<file path="config.mk">
export PLATFORM = sky130hd
export DESIGN_NAME = pc_unit
export DESIGN_NICKNAME = d
export VERILOG_FILES = /design/src/rtl/pc_unit.sv
export SDC_FILE = /design/constraint.sdc
export NUM_CORES = 1
export LEC_CHECK = 0
export CAP_MARGIN = 25
export CORE_ASPECT_RATIO = 1.2
export CORE_MARGIN = 2
export CORE_UTILIZATION = 45
export DETAILED_ROUTE_END_ITERATION = 10
export GPL_TIMING_DRIVEN = 0
export PLACE_DENSITY = 0.69
export SLEW_MARGIN = 15
export SYNTH_ARGS = -nofsm -noshare
export SYNTH_HDL_FRONTEND = slang
export SYNTH_SLANG_ARGS = --single-unit
</file>
<file path="constraint.sdc">
create_clock -name clk_i -period 3.08 [get_ports clk_i]
set_clock_uncertainty 0.2 [all_clocks]
set_input_delay 0.462 -clock clk_i [delete_from_list [all_inputs] [get_ports clk_i]]
set_output_delay 0.462 -clock clk_i [all_outputs]
set_load 0.02 [all_outputs]
</file>
<file path="src/rtl/pc_unit.sv">
// Registered program counter with run/idle/fault control, stall, absolute call/return
// and a return-address stack with sticky overflow/underflow flags.
module pc_unit #(
    parameter int              PC_W        = 8,
    parameter int              STACK_DEPTH = 4,
    parameter logic [PC_W-1:0] RESET_ADDR  = '0
) (
    input  logic            clk_i,
    input  logic            reset_i,
    input  logic            start_i,
    input  logic [PC_W-1:0] startadd_i,
    input  logic            stall_i,
    input  logic            branchf_i,
    input  logic            branchb_i,
    input  logic [PC_W-1:0] target_i,
    input  logic            call_i,
    input  logic            ret_i,
    output logic [PC_W-1:0] pc_o,
    output logic            running_o,
    output logic            stack_empty_o,
    output logic            stack_full_o,
    output logic            overflow_o,
    output logic            underflow_o
);
    localparam int AW = $clog2(STACK_DEPTH);
    localparam int CW = AW + 1;

    typedef enum logic [1:0] {IDLE, RUN, FAULT} state_t;

    state_t          state;
    logic [CW-1:0]   count;
    logic [PC_W-1:0] stack [STACK_DEPTH];
    logic [AW-1:0]   top_idx;
    logic [PC_W-1:0] pc_inc;
    logic            act;
    logic            push;

    assign stack_empty_o = (count == '0);
    assign stack_full_o  = (count == CW'(STACK_DEPTH));
    assign top_idx       = AW'(count - CW'(1));
    assign pc_inc        = pc_o + PC_W'(1);
    // A non-stalled RUN cycle with no restart is the only time ret/call/branch act.
    assign act           = !start_i && (state == RUN) && !stall_i;
    assign push          = act && !ret_i && call_i && !stack_full_o;

    always_ff @(posedge clk_i or posedge reset_i) begin
        if (reset_i) begin
            pc_o        <= RESET_ADDR;
            state       <= IDLE;
            running_o   <= 1'b0;
            count       <= '0;
            overflow_o  <= 1'b0;
            underflow_o <= 1'b0;
        end else if (start_i) begin
            pc_o        <= startadd_i;
            state       <= RUN;
            running_o   <= 1'b1;
            count       <= '0;
            overflow_o  <= 1'b0;
            underflow_o <= 1'b0;
        end else if (act) begin
            if (ret_i) begin
                if (!stack_empty_o) begin
                    pc_o  <= stack[top_idx];
                    count <= count - CW'(1);
                end else begin
                    underflow_o <= 1'b1;
                    state       <= FAULT;
                    running_o   <= 1'b0;
                end
            end else if (call_i) begin
                if (!stack_full_o) begin
                    pc_o  <= target_i;
                    count <= count + CW'(1);
                end else begin
                    overflow_o <= 1'b1;
                    state      <= FAULT;
                    running_o  <= 1'b0;
                end
            end else if (branchf_i) begin
                pc_o <= pc_inc + target_i;
            end else if (branchb_i) begin
                pc_o <= pc_inc - target_i;
            end else begin
                pc_o <= pc_inc;
            end
        end
    end

    // Entries survive pop and restart; only count is reset, so storage needs no reset.
    always_ff @(posedge clk_i) begin
        if (push) stack[count[AW-1:0]] <= pc_inc;
    end
endmodule

</file>
==> impl_summary.md, run 1 <==
Routing
The number of design rule violations left after detail routing is 0. Across all layers, the routed design uses 2,550 vias. For this block, the initial DRC count from the detailed router was around 190.

The sum of routed wire length over all layers is 8.213 mm. In the routed layout, each cell is associated on average with a via count of between 5 and 6. The post-detailed-route count of antenna-violating nets is 0. After detailed routing, the average wire length per cell comes to 18.75 µm. The detailed-routing iteration count for the pre-antenna-repair pass is 4.

Logic synthesis
The total of warnings raised by yosys is 0. Synthesis inferred 47 register bits. For this run, the register share of the synthesized area comes to 43.63%. The gate count of the mapped netlist is 295.

The synthesized netlist occupies a cell area of 0.003063 mm². The count of different cell masters after synthesis is 54. In the synthesized netlist the dominant register cell turns out to be sky130_fd_sc_hd__edfxtp_1. The synthesized design contains 32 enable-type register cells. The synthesized netlist net count is approximately 340. After synthesis, the share of flip-flops with an asynchronous set or reset is 31.91%. The average instance area after synthesis is 10.38 µm².

Floorplan
The placeable core area is between 0.006 and 0.007 mm². The die is 94.38 µm tall. The floorplan step defined a die boundary enclosing approximately 0.0075 mm². In this run the count of I/O pins placed on the die edge is 37. The number of rows in the core area is 32. The initial core utilization is 46.93%. The x dimension of the die is around 79 µm.

Global routing
The total global routing track utilization is about 22%. Entering global routing, the biggest net connects 17 pins. For met2 alone, demand over resource in global routing was 37.71%. The number of antenna violations at the first check in global routing is 0. The global-route track usage on met3 is under 10%. The global-route wire length before repair is 12.86 mm. In the global route stage, met1 resource usage came out at 29.53%. The global routing's busiest layer is met2. Summed over all layers, the global routing overflow is 0. The via count of the first global-routing pass is 2,545.

Critical path
The worst setup path is captured at a flip-flop. For the worst flop-to-flop path, the logic depth is 12. STA puts the critical path data arrival time at 3.07 ns. STA puts the critical path data required time at 3.12 ns. The nature of the critical path startpoint is a flip-flop. The setup path with the least slack is of type reg2reg. Along the worst path, the maximum fanout reaches 4.

STA
Final hold analysis gives a worst-case slack of slightly above 0.3 ns. The count of final setup violators is 0. The clock period minus final worst setup slack is 3.023 ns. The worst pin sits at a relative slew slack of 58.80%. The total count of max-transition violations in the final report came to 0. The final hold violation count is 0.

Timing would allow up to 330.8 MHz. Setup repair after global routing could not meet its margin everywhere. The transition at the pin with the smallest max-transition slack is just over 0.6 ns. The period utilization is 98.13%.

CTS
Clock-pin slew was measured on the worst setup and hold paths at 0.10 ns. At the later pin of the worst-skew pair, clock insertion delay measures 0.30 ns. Buffers inserted during clock tree synthesis total 5. In this run the number of H-tree levels came out at 2. The largest buffer count on any clock path is 2. The CTS tree is done. The count of clock tree sinks is 47. The clock tree root buffer cell is sky130_fd_sc_hd__clkbuf_8.

Pwr
Across the VDD grid, the largest voltage drop is 0.0003397 V. The areal power density over the cells is 629.5 mW/mm². In this run the static leakage power is 1.536 nW.

Cells and area
Once layout is done, the placed cells without fillers occupy 0.003999 mm². The diode insertion count for antenna repair is 0. Counting the fill cells in the layout gives 522.

At the end of the flow the core is filled with cells to 61.27%. From synthesis to final layout, the design area changed by 30.56%. The final layout contains 398 nets. Of the cells placed in the final design, the portion with a size suffix greater than 1 is 20.68%.

Placement
In this run the cell area measured after placement is 0.003520 mm². The detailed-placement wirelength estimate is 5.646 mm. The count of buffers from port buffering is 35. The weighted congestion at the end of routability-driven global placement is 0.8585.

Worst hold path
The classification of the worst-slack hold path is reg2reg. The worst hold path stage count is 2.

Run status
The flow ran to the end, and the final reports show no timing, DRC or antenna violations.

Run
Across the run, the number of max-cap violations was 0.
[power breakdown]
part / total [mW] / switching, mW / internal [mW]
clock network: 0.389 / 0.226 / 0.163
logic: 1.28 / 0.668 / 0.611
registers: 0.849 / 0.0846 / 0.765
[synthesized netlist by cell type (all sizes together), types with 5 or more instances]
master	count	area, µm²
dfrtp	15	375.4
ha	20	250.2
clkbuf	9	53.81
nand2	21	78.83
edfxtp	32	960.9
and2	5	31.28
mux4	8	180.2
xnor2	7	61.31
a21oi	25	132.6
nor3	9	45.04
nor2	22	82.58
o21ai	19	95.09
nand3	6	30.03
nor2b	6	37.54
inv	28	105.1
[what timing repair did]
item	4_1_cts	5_1_grt
gates cloned	0	0
setup buffers	7	9
resized for setup	18	30
endpoints found under the hold margin	0	0
endpoints found under the setup margin	5	3
hold buffers	0	0
pin swaps	5	10
[registers in the layout, indices dropped and copies added (netlist names)]
name	count
underflow_o	1
count	3
overflow_o	1
state	2
pc_o	8
stack	32
[cell usage in the layout (no fill, tap or decap), types with 3 or more instances in the layout]
cell	synthesis	routed
sky130_fd_sc_hd__o21bai_1	3	3
sky130_fd_sc_hd__o21ai_0	19	19
sky130_fd_sc_hd__and2_1	5	5
sky130_fd_sc_hd__ha_2	0	6
sky130_fd_sc_hd__o22ai_1	3	3
sky130_fd_sc_hd__o211ai_1	3	3
sky130_fd_sc_hd__nor3_1	9	9
sky130_fd_sc_hd__xnor2_1	7	4
sky130_fd_sc_hd__clkbuf_8	2	7
sky130_fd_sc_hd__ha_4	0	4
sky130_fd_sc_hd__dfrtp_2	0	4
sky130_fd_sc_hd__edfxtp_1	32	32
sky130_fd_sc_hd__a21oi_1	23	23
sky130_fd_sc_hd__nand3b_1	3	3
sky130_fd_sc_hd__a221o_1	3	3
sky130_fd_sc_hd__mux4_2	8	8
sky130_fd_sc_hd__a31oi_1	4	4
sky130_fd_sc_hd__dfrtp_1	15	11
sky130_fd_sc_hd__xnor2_4	0	3
sky130_fd_sc_hd__nand2_1	21	20
sky130_fd_sc_hd__ha_1	20	10
sky130_fd_sc_hd__clkbuf_1	7	6
sky130_fd_sc_hd__nand2b_1	4	4
sky130_fd_sc_hd__inv_1	28	26
sky130_fd_sc_hd__nor2b_1	6	6
sky130_fd_sc_hd__clkdlybuf4s50_1	0	33
sky130_fd_sc_hd__nand3_1	6	4
sky130_fd_sc_hd__nor2_1	22	20
sky130_fd_sc_hd__buf_4	0	14
[worst paths after layout]
path	start	endpoint	slack [ns]
setup / recovery	pc_o[0]	pc_o[7]	0.06
hold / removal	underflow_o	underflow_o	0.31
setup reg to reg	pc_o[0]	pc_o[7]	0.06
hold reg to reg	underflow_o	underflow_o	0.31
max in group asynchronous	reset_i	pc_o[0]	1.91
min in group asynchronous	reset_i	underflow_o	0.33
[critical path, stage by stage (launching register included)]
cell and delay [ns]:
sky130_fd_sc_hd__dfrtp_2 0.46, sky130_fd_sc_hd__ha_4 0.19, sky130_fd_sc_hd__nand3_4 0.12, sky130_fd_sc_hd__nor2_4 0.19, sky130_fd_sc_hd__xor2_4 0.11, sky130_fd_sc_hd__buf_6 0.14, sky130_fd_sc_hd__ha_4 0.16, sky130_fd_sc_hd__or4_4 0.52
sky130_fd_sc_hd__o22ai_4 0.12, sky130_fd_sc_hd__xnor2_1 0.15, sky130_fd_sc_hd__o211a_1 0.22, sky130_fd_sc_hd__mux2_4 0.31, sky130_fd_sc_hd__nor2_2 0.08
[per-layer routing]
metal / routed length [µm] / share of wire, %
met5: 0 / 0
met4: 211 / 2.6
met3: 497 / 6.1
met2: 4116 / 50
met1: 3387 / 41
[layout make-up]
| type | count | area (µm²) | area share (%) |
|---|---|---|---|
| clock buffers | 5 | 68.82 | 1.721 |
| plain buffers | 10 | 60.06 | 1.502 |
| inverters | 28 | 105.1 | 2.628 |
| well taps | 85 | 106.4 | 2.660 |
| multi-input cells | 209 | 1803 | 45.09 |
| clock inverters | 3 | 22.52 | 0.5632 |
| flip-flops and latches | 47 | 1341 | 33.54 |
| repair buffers | 51 | 491.7 | 12.30 |
[cells by family after synthesis]
logic type      Yosys count  synth area share [%]
simple gates             89                 15.20
mux                      11                 6.904
compound gates           78                 16.71
buf+inv                  39                 5.515
fa+ha+maj                22                 9.477
xor+xnor                  9                 2.574
flops                    47                 43.63
[per-stage QoR]
step	power, mW	instances	setup TNS [ns]	setup slack [ns]
floorplan	1.520	295	-0.02216	-0.02216
global placement	1.814	415	-1.073	-0.3782
detailed placement	1.835	415	-1.251	-0.4243
CTS	2.320	429	0	0.005855
global route	2.656	438	-0.04021	-0.03055
finish	2.517	438	0	0.05746
(Power assumes the default switching activity.)
==> run 2: changes to the inputs <==
GPL_ROUTABILITY_DRIVEN = 1   (was unset)
==> results of run 2 <==
Final layout, timing and power as in run 1 (identical DEF).
